[config.mk]
export PLATFORM = sky130hd
export DESIGN_NAME = ship_cursor_ctrl
export DESIGN_NICKNAME = d
export VERILOG_FILES = /design/src/rtl/battleship_pkg.sv /design/src/rtl/btn_conditioner.sv /design/src/rtl/ship_cursor_ctrl.sv
export SDC_FILE = /design/constraint.sdc
export NUM_CORES = 1
export LEC_CHECK = 0
export CAP_MARGIN = 20
export CORE_ASPECT_RATIO = 0.6
export CORE_MARGIN = 2
export CORE_UTILIZATION = 45
export DETAILED_ROUTE_END_ITERATION = 7
export GPL_TIMING_DRIVEN = 0
export MAX_ROUTING_LAYER = met4
export PLACE_DENSITY = 0.67
export SLEW_MARGIN = 20
export SYNTH_ARGS = -nofsm -noshare
export SYNTH_HDL_FRONTEND = slang
export SYNTH_SLANG_ARGS = --single-unit
[constraint.sdc]
create_clock -name clk -period 5.8 [get_ports clk]
set_input_delay 0.87 -clock clk [delete_from_list [all_inputs] [get_ports clk]]
set_output_delay 0.87 -clock clk [all_outputs]
set_load 0.02 [all_outputs]
[src/rtl/battleship_pkg.sv]
// battleship_pkg: shared cursor state encoding, orientation constants and ship length clamp.
package battleship_pkg;
  typedef enum logic [1:0] {HIDDEN, EDIT, PLACED} state_t;
  localparam logic HORIZ = 1'b0;
  localparam logic VERT = 1'b1;
  function automatic int clamp_len(input logic [2:0] len, input int max_len);
    return len == 3'd0 ? 1 : (int'(len) > max_len ? max_len : int'(len));
  endfunction
endpackage

[src/rtl/btn_conditioner.sv]
// btn_conditioner: 2-flop synchronizer, optional debounce (SHIP_CURSOR_DEBOUNCE_EN), one-cycle rising-edge pulse.
// The detector only arms once the button has been seen low, so a press held through reset never fires.
module btn_conditioner #(
  parameter int DEBOUNCE_CYCLES = 16
) (
  input  logic clk,
  input  logic reset,
  input  logic i_btn,
  output logic o_pulse
);
  logic [1:0] r_sync, r_vld;
  logic r_prev, r_armed, w_level;
`ifdef SHIP_CURSOR_DEBOUNCE_EN
  localparam int CNT_W = $clog2(DEBOUNCE_CYCLES + 1);
  logic [CNT_W-1:0] r_cnt;
  logic r_filt;
  always_ff @(posedge clk or posedge reset)
    if (reset) begin
      r_cnt <= '0;
      r_filt <= 1'b0;
    end else if (r_sync[1] == r_filt) r_cnt <= '0;
    else if (r_cnt == CNT_W'(DEBOUNCE_CYCLES - 1)) begin
      r_filt <= r_sync[1];
      r_cnt <= '0;
    end else r_cnt <= r_cnt + CNT_W'(1);
  assign w_level = r_filt;
`else
  assign w_level = r_sync[1];
`endif
  always_ff @(posedge clk or posedge reset)
    if (reset) begin
      r_sync <= '0;
      r_vld <= '0;
      r_prev <= 1'b0;
      r_armed <= 1'b0;
    end else begin
      r_sync <= {r_sync[0], i_btn};
      r_vld <= {r_vld[0], 1'b1};
      r_prev <= w_level;
      r_armed <= r_armed | (r_vld[1] & ~r_sync[1]);
    end
  assign o_pulse = w_level & ~r_prev & r_armed;
endmodule

[src/rtl/ship_cursor_ctrl.sv]
// ship_cursor_ctrl: button-driven ship anchor/orientation cursor with placement lock and packed cell bus.
// Debounce is enabled by defining SHIP_CURSOR_DEBOUNCE_EN.
module ship_cursor_ctrl
  import battleship_pkg::*;
#(
  parameter int GRID_W = 10,
  parameter int GRID_H = 10,
  parameter int MAX_LEN = 5,
  parameter int COORD_W = 4,
  parameter int DEBOUNCE_CYCLES = 16
) (
  input  logic                           clk,
  input  logic                           reset,
  input  logic                           btn_x,
  input  logic                           btn_y,
  input  logic                           btn_rot,
  input  logic                           btn_confirm,
  input  logic [2:0]                     ship_len,
  output logic [2*COORD_W*MAX_LEN-1:0]   positions,
  output logic                           vertical,
  output logic                           placed,
  output logic                           visible
);
  localparam int CW = 2 * COORD_W;
  localparam logic [COORD_W-1:0] ONE = COORD_W'(1);
  localparam logic [COORD_W-1:0] GW = COORD_W'(GRID_W);
  localparam logic [COORD_W-1:0] GH = COORD_W'(GRID_H);
  logic w_px, w_py, w_prot, w_pcf;
  btn_conditioner #(.DEBOUNCE_CYCLES(DEBOUNCE_CYCLES)) u_bx (.clk(clk), .reset(reset), .i_btn(btn_x), .o_pulse(w_px));
  btn_conditioner #(.DEBOUNCE_CYCLES(DEBOUNCE_CYCLES)) u_by (.clk(clk), .reset(reset), .i_btn(btn_y), .o_pulse(w_py));
  btn_conditioner #(.DEBOUNCE_CYCLES(DEBOUNCE_CYCLES)) u_br (.clk(clk), .reset(reset), .i_btn(btn_rot), .o_pulse(w_prot));
  btn_conditioner #(.DEBOUNCE_CYCLES(DEBOUNCE_CYCLES)) u_bc (.clk(clk), .reset(reset), .i_btn(btn_confirm), .o_pulse(w_pcf));
  state_t r_state, w_state;
  logic [COORD_W-1:0] r_x, r_y, r_len, w_x, w_y, w_len, w_hx, w_vy, w_lim_x, w_lim_y;
  logic r_vert, w_vert;
  assign w_hx = GW - r_len + ONE;
  assign w_vy = GH - r_len + ONE;
  assign w_lim_x = r_vert ? GW : w_hx;
  assign w_lim_y = r_vert ? w_vy : GH;
  always_comb begin
    w_state = r_state;
    w_x = r_x;
    w_y = r_y;
    w_vert = r_vert;
    w_len = r_len;
    case (r_state)
      HIDDEN:
        if (w_px | w_py | w_prot) begin
          w_state = EDIT;
          w_x = ONE;
          w_y = ONE;
          w_vert = HORIZ;
          w_len = COORD_W'(clamp_len(ship_len, MAX_LEN));
        end
      EDIT:
        if (w_pcf) w_state = PLACED;
        else if (w_prot) begin
          w_vert = ~r_vert;
          if (r_vert) w_x = r_x > w_hx ? w_hx : r_x;
          else w_y = r_y > w_vy ? w_vy : r_y;
        end
        else if (w_px) w_x = r_x >= w_lim_x ? ONE : r_x + ONE;
        else if (w_py) w_y = r_y >= w_lim_y ? ONE : r_y + ONE;
      PLACED:
        if (w_pcf) w_state = EDIT;
      default: w_state = HIDDEN;
    endcase
  end
  always_ff @(posedge clk or posedge reset)
    if (reset) begin
      r_state <= HIDDEN;
      r_x <= '0;
      r_y <= '0;
      r_len <= '0;
      r_vert <= HORIZ;
      vertical <= 1'b0;
      placed <= 1'b0;
      visible <= 1'b0;
    end else begin
      r_state <= w_state;
      r_x <= w_x;
      r_y <= w_y;
      r_len <= w_len;
      r_vert <= w_vert;
      vertical <= w_vert;
      placed <= w_state == PLACED;
      visible <= w_state != HIDDEN;
    end
  // Cells are built from next-state values so the bus updates in step with the anchor.
  for (genvar i = 0; i < MAX_LEN; i++) begin : g_cell
    localparam logic [COORD_W-1:0] OFS = COORD_W'(i);
    logic [CW-1:0] r_cell;
    always_ff @(posedge clk or posedge reset)
      if (reset) r_cell <= '0;
      else r_cell <= (w_state != HIDDEN && OFS < w_len) ? {w_y + (w_vert ? OFS : '0), w_x + (w_vert ? '0 : OFS)} : '0;
    assign positions[CW*i +: CW] = r_cell;
  end
endmodule
### Word-level counts from Yosys, hierarchy flattened

Cells that the tools add are included.

* $add $sub $neg: 12
* multipliers: 0
* div/mod/pow operators: 0
* $lt $le $gt $ge: 10
* equal/unequal tests: 3
* shift operators: 0
* muxes and demuxes: 44
* bitwise operators: 27
* reduce and logical (&&, ||, !) cells: 8

Operators with widths (number)
* 4-bit 2-to-1 mux: 19
* 8-bit 2-to-1 mux: 5
* 4-bit by 2-bit adder with 4-bit output: 4
* 4-bit case mux with 2 select lines: 2
* 2-bit 2-to-1 mux: 7
* 4-bit by 1-bit adder with 4-bit output (second input constant): 3
* 1-bit AND: 12
* 3-bit 2-to-1 mux: 4
* 1-bit inverter: 9
* 4-bit by 1-bit adder with 4-bit output: 2
* 4-bit by 3-bit adder with 4-bit output: 2
* 4-bit >= comparator: 2
* 4-bit greater-than comparator: 2
* 1-bit by 4-bit < comparator with 1-bit output (first input constant): 2
* 2-bit by 4-bit < comparator with 1-bit output (first input constant): 2
* 1-bit bitwise OR: 6
* 2-bit case mux with 3 select lines: 1
* 1-bit logical AND: 5
* 1-bit 2-to-1 mux: 5
* 2-bit equality test (second input constant): 2
* 3-bit by 4-bit < comparator with 1-bit output (first input constant): 1
* 4-bit subtractor (first input constant): 1
* 3-bit greater-than comparator (second input constant): 1
* 3-bit logical NOT: 1
* other kinds (4): 4

* register bits after elaboration: 81
* latch bits: 0
* memory bits (writable): 0
* bits in read-only memories: 0
* bits of input ports: 9
* output and inout port bits: 43
* logic and storage cells: 132
* memories: 0

### Longest topological paths before layout

* word-level depth: 12
* depth in mapped cells: 15
* mapped depth without buffers: 14

### Hierarchy

A second synthesis with hierarchy kept.

* cells, all modules: 362
* area, all modules: 3960.0 µm²

Modules (own cells, without submodules)
* ship_cursor_ctrl: instances 1, cells each 318, area an instance 3234.4 µm², sequential area each 1426.4 µm²
* btn_conditioner: instances 4, cells each 11, area an instance 181.4 µm², sequential area each 150.1 µm²

### Worst setup path after synthesis

No wires, ideal clock.

* path kind: reg2reg
* start point: reg r_vert
* end point: reg g_cell[3].r_cell[2]
* library setup time: 0.078 ns
* arrival time: 3.385 ns
* data required time: 5.722 ns
* setup slack: 2.337 ns
* stages on the path, launching flop included: 15
* buffers on the path: 1
* clock period less this slack: 3.463 ns
* path through: dfrtp_1 -> clkbuf_1 -> nor2_1 -> ha_1 -> nand2b_4 -> a2111oi_4 -> nor2_2 -> nor3_1 -> nor2_1 -> o21ai_0 -> inv_1 -> ha_1 -> fa_1 -> or3_1 -> a21oi_1

* longest elaborated chain between the ends: 9
* elaborated cells on any way between the ends: 16
* classes of those cells: add/sub (1); order compare (1); mux (13); bitwise (1)

Ends and longest elaborated chain
* from (decl): line ship_cursor_ctrl.sv:35 `logic r_vert, w_vert;`
* from (signal assigned): line ship_cursor_ctrl.sv:84 `r_vert <= w_vert;`
* 4-bit 2-to-1 mux: line ship_cursor_ctrl.sv:38 `assign w_lim_x = r_vert ? GW : w_hx;`
* 4-bit >= comparator: line ship_cursor_ctrl.sv:62 `else if (w_px) w_x = r_x >= w_lim_x ? ONE : r_x + ONE;`
* 4-bit 2-to-1 mux (2 in series): line ship_cursor_ctrl.sv:62
* 4-bit 2-to-1 mux *: line ship_cursor_ctrl.sv:57 `else if (w_prot) begin`
* 4-bit 2-to-1 mux *: line ship_cursor_ctrl.sv:56 `if (w_pcf) w_state = PLACED;`
* 4-bit case mux with 2 select lines *: line ship_cursor_ctrl.sv:46 `case (r_state)`
* named net w_x[0]: line ship_cursor_ctrl.sv:34 `logic [COORD_W-1:0] r_x, r_y, r_len, w_x, w_y, w_len, w_hx, w_vy, w_lim_x, w_lim_y;`
* 4-bit by 2-bit adder with 4-bit output *: line ship_cursor_ctrl.sv:95 `else r_cell <= (w_state != HIDDEN && OFS < w_len) ? {w_y + (w_vert ? OFS : '0), w_x + (w_vert ? '0 : OFS)} : ' ...`
* 8-bit 2-to-1 mux *: line ship_cursor_ctrl.sv:95
* to (signal assigned): line ship_cursor_ctrl.sv:95
* to (decl): line ship_cursor_ctrl.sv:92 `logic [CW-1:0] r_cell;`

The timed path passes the listed nets; every way through them passes the cells marked *.

### Worst setup path in the final report

* start point: reg r_len[2]
* end point: reg g_cell[3].r_cell[2]

* longest elaborated chain between the ends: 11
* elaborated cells on any way between the ends: 18
* classes of those cells: add/sub (3); order compare (3); mux (11); reduce/logical (1)

Ends and longest elaborated chain
* from (decl): line ship_cursor_ctrl.sv:34
* from (signal assigned): line ship_cursor_ctrl.sv:83 `r_len <= w_len;`
* 4-bit subtractor *: line ship_cursor_ctrl.sv:36 `assign w_hx = GW - r_len + ONE;`
* 4-bit by 1-bit adder with 4-bit output *: line ship_cursor_ctrl.sv:36
* 4-bit 2-to-1 mux: line ship_cursor_ctrl.sv:38
* 4-bit >= comparator: line ship_cursor_ctrl.sv:62
* 4-bit 2-to-1 mux (2 in series): line ship_cursor_ctrl.sv:62
* 4-bit 2-to-1 mux *: line ship_cursor_ctrl.sv:57
* 4-bit 2-to-1 mux *: line ship_cursor_ctrl.sv:56
* 4-bit case mux with 2 select lines *: line ship_cursor_ctrl.sv:46
* named net w_x[0]: line ship_cursor_ctrl.sv:34
* 4-bit by 2-bit adder with 4-bit output *: line ship_cursor_ctrl.sv:95
* 8-bit 2-to-1 mux *: line ship_cursor_ctrl.sv:95

Marks and branches as above.

==> results.md <==
- The run finished with clean final reports.
- On the critical path, the stage with the largest delay is an instance of o21ai_0.
- The total vias in the final route is 2,997.
- Yosys printed 0 warnings.
- The clock tree synthesis step divided the H-tree into 3 levels.
- The congestion estimate from routability-driven global placement came to a little over 0.9.
- The cell depth of the worst hold path is 0.
- The number of cell instances on the worst register-to-register path is 13.
- The combined area of all synthesized cells is between 3000 and 4000 sq um.
- The final-report setup violation count is 0.
- In this run the standard cell core region covers roughly 8500 sq um.
- Gates resized during post-CTS repair numbered 0.
- The remaining number of nets flagged by the antenna check after routing is 0.
- The synthesized instance count is between 300 and 400.
- The post-synthesis cell type count is 76.
- The overall die area is around 9500 sq um.
- Clock-pin slew was measured on the worst setup and hold paths at about 0.060 ns.
- The area of combinational cells with multiple inputs is about 1900 sq um.
- In the final routed layout, each cell accounts on average for around 18 um.
- Synthesis inferred 75 register bits.
- 0 antenna diodes ended up in the layout.
- The global routing usage summed across all routing layers is between 20% and 30%.
- The cell area power density is 540 nW/um^2.
- The total cell area at the placement stage is 4620 sq um.
- The final routed wirelength across all metal layers is between 9 and 10 mm.
- The final critical delay including setup and external delays is roughly 4.3 ns.
- The worst register-to-register path begins at r_len[2].
- The total number of nets in the final design is ~470.
- The area growth from synthesis to layout is 25.5%.
- After clock tree synthesis, the setup repair step added 0 buffers.
- When the netlist entered floorplanning its net count stood at 402.
- The share of cells above drive strength 1 is 11.4%.
- The hold buffer count at CTS is 0.
- The final max-slew violation count came to 0.
- After synthesis, flip-flops and latches occupy between 40% and 50% of the total area.
- The signal on the critical path passes through xor2_1 > nor2b_1 > ha_1 > a21oi_1 > nor2_2 > nor3_1 > nor2_1 > o21ai_0 > inv_1 > ha_1 > fa_1 > or3_1 > a21oi_1.
- The row count is 26.
- Of all nets on the critical path, the largest fanout is 6.
- Clock tree synthesis found a total of between 70 and 80 sinks.
- Timing would allow up to about 0.23 GHz.
- In this run the horizontal extent of the chip is about 120 um.
- The share of the core filled with cells in the final layout is just under 60%.
- The synthesized design spends more area on one cell type than any other, namely dfrtp_1.
- The largest single stage delay on the critical path is a little over 0.6 ns.
- The worst min-delay path class is flop to flop.
- Entering global routing, the biggest net connects 55 pins.
- The most used flip-flop cell after synthesis is dfrtp_1.
- The number of antenna violations at the first check in global routing came to 0.
- For this design the top-level I/O count stands at 52.
- The worst setup path is of the flop to flop kind.
- Data on the critical path is required at its endpoint by 6.06 ns.
- The most frequent cell after synthesis is dfrtp_1.
- During placement, the flow inserted port buffers numbering 51.
- The number of global-route vias before repair came to about 3,000.
- The reported max-cap violation count is 0.
- OpenSTA, run right after detailed placement, puts the worst setup slack at between 1.5 and 2 ns.
- The first global-routing pass estimated 15.7 mm of wire.
- Hold is met by roughly 0.35 ns.
- The end of the worst register-to-register path is g_cell[3].r_cell[2].
- The cell at the root of the clock tree is clkbuf_16.
- Sorting the synthesized cells by area gives the leading types as dfrtp_1, ha_1, nor2_1.
- The period utilization is around three quarters.
- The area taken by flip-flops and latches is about 1900 sq um.
- For this design the static power due to leakage is between 2 and 2.5 nW.
- In the synthesized netlist the async set-or-reset flop fraction comes to 100%.
- The via density per instance is 5.52.
- Once layout is done, the placed cells without fillers occupy roughly 4900 sq um.
- The worst hold path begins at u_bx.r_sync[0].
- After global routing the overflow that remains totals 0.
- Setup repair after global routing left no endpoint under its margin.
- For the worst-skew pair, the clock arrives at the later sink with an insertion delay of around 0.34 ns.
- Each instance of the synthesized netlist takes up on average between 10 and 15 sq um.
- The flop-to-flop setup slack is approximately 1.5 ns.
- The capturing element type of the critical path is a flop.
- For hold timing, the worst endpoint is u_bx.r_sync[1].
- The total CTS buffers is 9.
- In the synthesized netlist, the cells that appear most often are dfrtp_1, nor2_1, ha_1.
- The total of fill cells in the finished design is 706.
- The number of hold violations in the final report is 0.
- The actual slew at the worst max-slew pin is just under 0.8 ns.
- The TritonCTS clock tree is yes.
- The die boundary height is 76.5 um.
- The worst slew margin relative to its limit is about half.
- At the worst endpoint, the arrival time is 4.53 ns.
- For this run, the detailed router's first-pass iteration total came to 4.
- The clock tree buffer depth is 2.
- The top cell type by area accounts for a little under half of the synthesized area.
- In the routed design, unresolved DRC markers number 0.
- The worst-case clock skew is 0.00891 ns.
- The HPWL after detailed placement is just over 7 mm.
- The initial core utilization is 46.4%.
- Across all setup checks in the final design, the least slack found is 1.53 ns.
- The synthesized design contains 0 enable-type register cells.
- In this run, the number of DRC markers left after iteration 0 of detailed routing was between 150 and 200.
- The final-layout setup total negative slack is 0 ns.
- The kind of launch point of the worst setup path is a flop.
- The highest ir drop seen on vdd is about 230 uV.
[state kept, by name (all words and copies together), names as in the netlist]
name           cells
r_state            2
placed             1
u_bx.r_sync        2
u_bc.r_armed       1
u_bc.r_prev        1
u_bc.r_sync        2
visible            1
u_bc.r_vld         2
r_len              4
u_br.r_prev        1
g_cell.r_cell     40
r_vert             1
u_bx.r_prev        1
u_by.r_prev        1
r_y                4
u_by.r_sync        2
r_x                4
u_br.r_armed       1
u_bx.r_armed       1
u_br.r_sync        2
u_by.r_armed       1
[report_power, final]
group / internal (W) / switching [W] / leakage (nW)
logic: 0.000530 / 0.000781 / 1.12
clock network: 0.000379 / 0.000226 / 0.160
registers: 0.000659 / 0.0000957 / 0.938
[worst max path at each step]
| stage | startpoint | to | slack, ns |
|---|---|---|---|
| 6_report | r_len[2] | g_cell[3].r_cell[2] | 1.53 |
| 5_1_grt | r_len[2] | g_cell[3].r_cell[2] | 1.15 |
| 2_1_floorplan | r_vert | g_cell[3].r_cell[2] | 2.34 |
| 4_1_cts | r_len[2] | g_cell[3].r_cell[2] | 1.54 |
| 3_3_place_gp | r_vert | g_cell[3].r_cell[2] | 1.58 |
| 3_5_place_dp | r_len[2] | g_cell[3].r_cell[2] | 1.58 |
[cells by family (layout without fill, tap and decap cells)]
kind of cell             Yosys count  count (layout)  share of synthesized area, %
AND/OR/NAND/NOR                  141             141                          19.6
adder cells (fa/ha/maj)           30              30                          9.91
buffers and inverters             35             103                          3.81
AO/OA/AOI/OAI                     70              70                          16.2
flip-flops                        75              75                          47.6
XOR/XNOR                           7               7                          1.56
multiplexers                       4               4                          1.24
other                              1               1                        0.0952
[layout make-up]
| cell class | instances | share of cell area (%) |
|---|---|---|
| inverters | 27 | 2.10 |
| well taps | 112 | 2.83 |
| clock buffers | 9 | 4.55 |
| clock inverters | 7 | 2.02 |
| repair buffers | 52 | 10.9 |
| multi-input cells | 253 | 38.7 |
| plain buffers | 8 | 0.987 |
| flip-flops and latches | 75 | 38.0 |
[cell usage in the layout (no fill, tap or decap), types with 5 or more instances in the layout]
cell type        Yosys  final
nand2b_1             5      5
clkbuf_16            0      9
a21oi_1             12     12
xnor2_1              5      5
ha_1                28     28
nor2_1              42     42
nand3_1             10     10
and3_1               6      6
clkdlybuf4s50_1      0     51
dfrtp_1             75     75
a21o_1               8      8
inv_1               26     25
nand2_1             22     22
and2_1              11     11
o21ai_0              8      8
nor3_1               9      9
[metal layers]
| layer | vias up | GRT usage (%) | part of all wire (%) |
|---|---|---|---|
| met5 | - | - | 0 |
| met4 | 0 | 6.29 | 1.1 |
| met3 | 9 | 6.32 | 7.5 |
| met2 | 97 | 30.1 | 42 |
| met1 | 1461 | 31.5 | 50 |
| li1 | 1430 | - | - |
[metrics by stage]
step	total power (W)	instances
floorplan	0.00160	363
global route	0.00285	543
CTS	0.00267	543
finish	0.00267	543
global placement	0.00202	526
detailed placement	0.00205	527
[critical path, delay by kind of cell (launching register included)]
kind	cells	cell delay, ns
AND/OR/NAND/NOR	5	0.95
buffers and inverters	1	0.15
flip-flops	1	0.50
adder cells (fa/ha/maj)	3	0.97
AO/OA/AOI/OAI	3	1.04
XOR/XNOR	1	0.57
No activity file was read; power rests on OpenSTA's default activity.
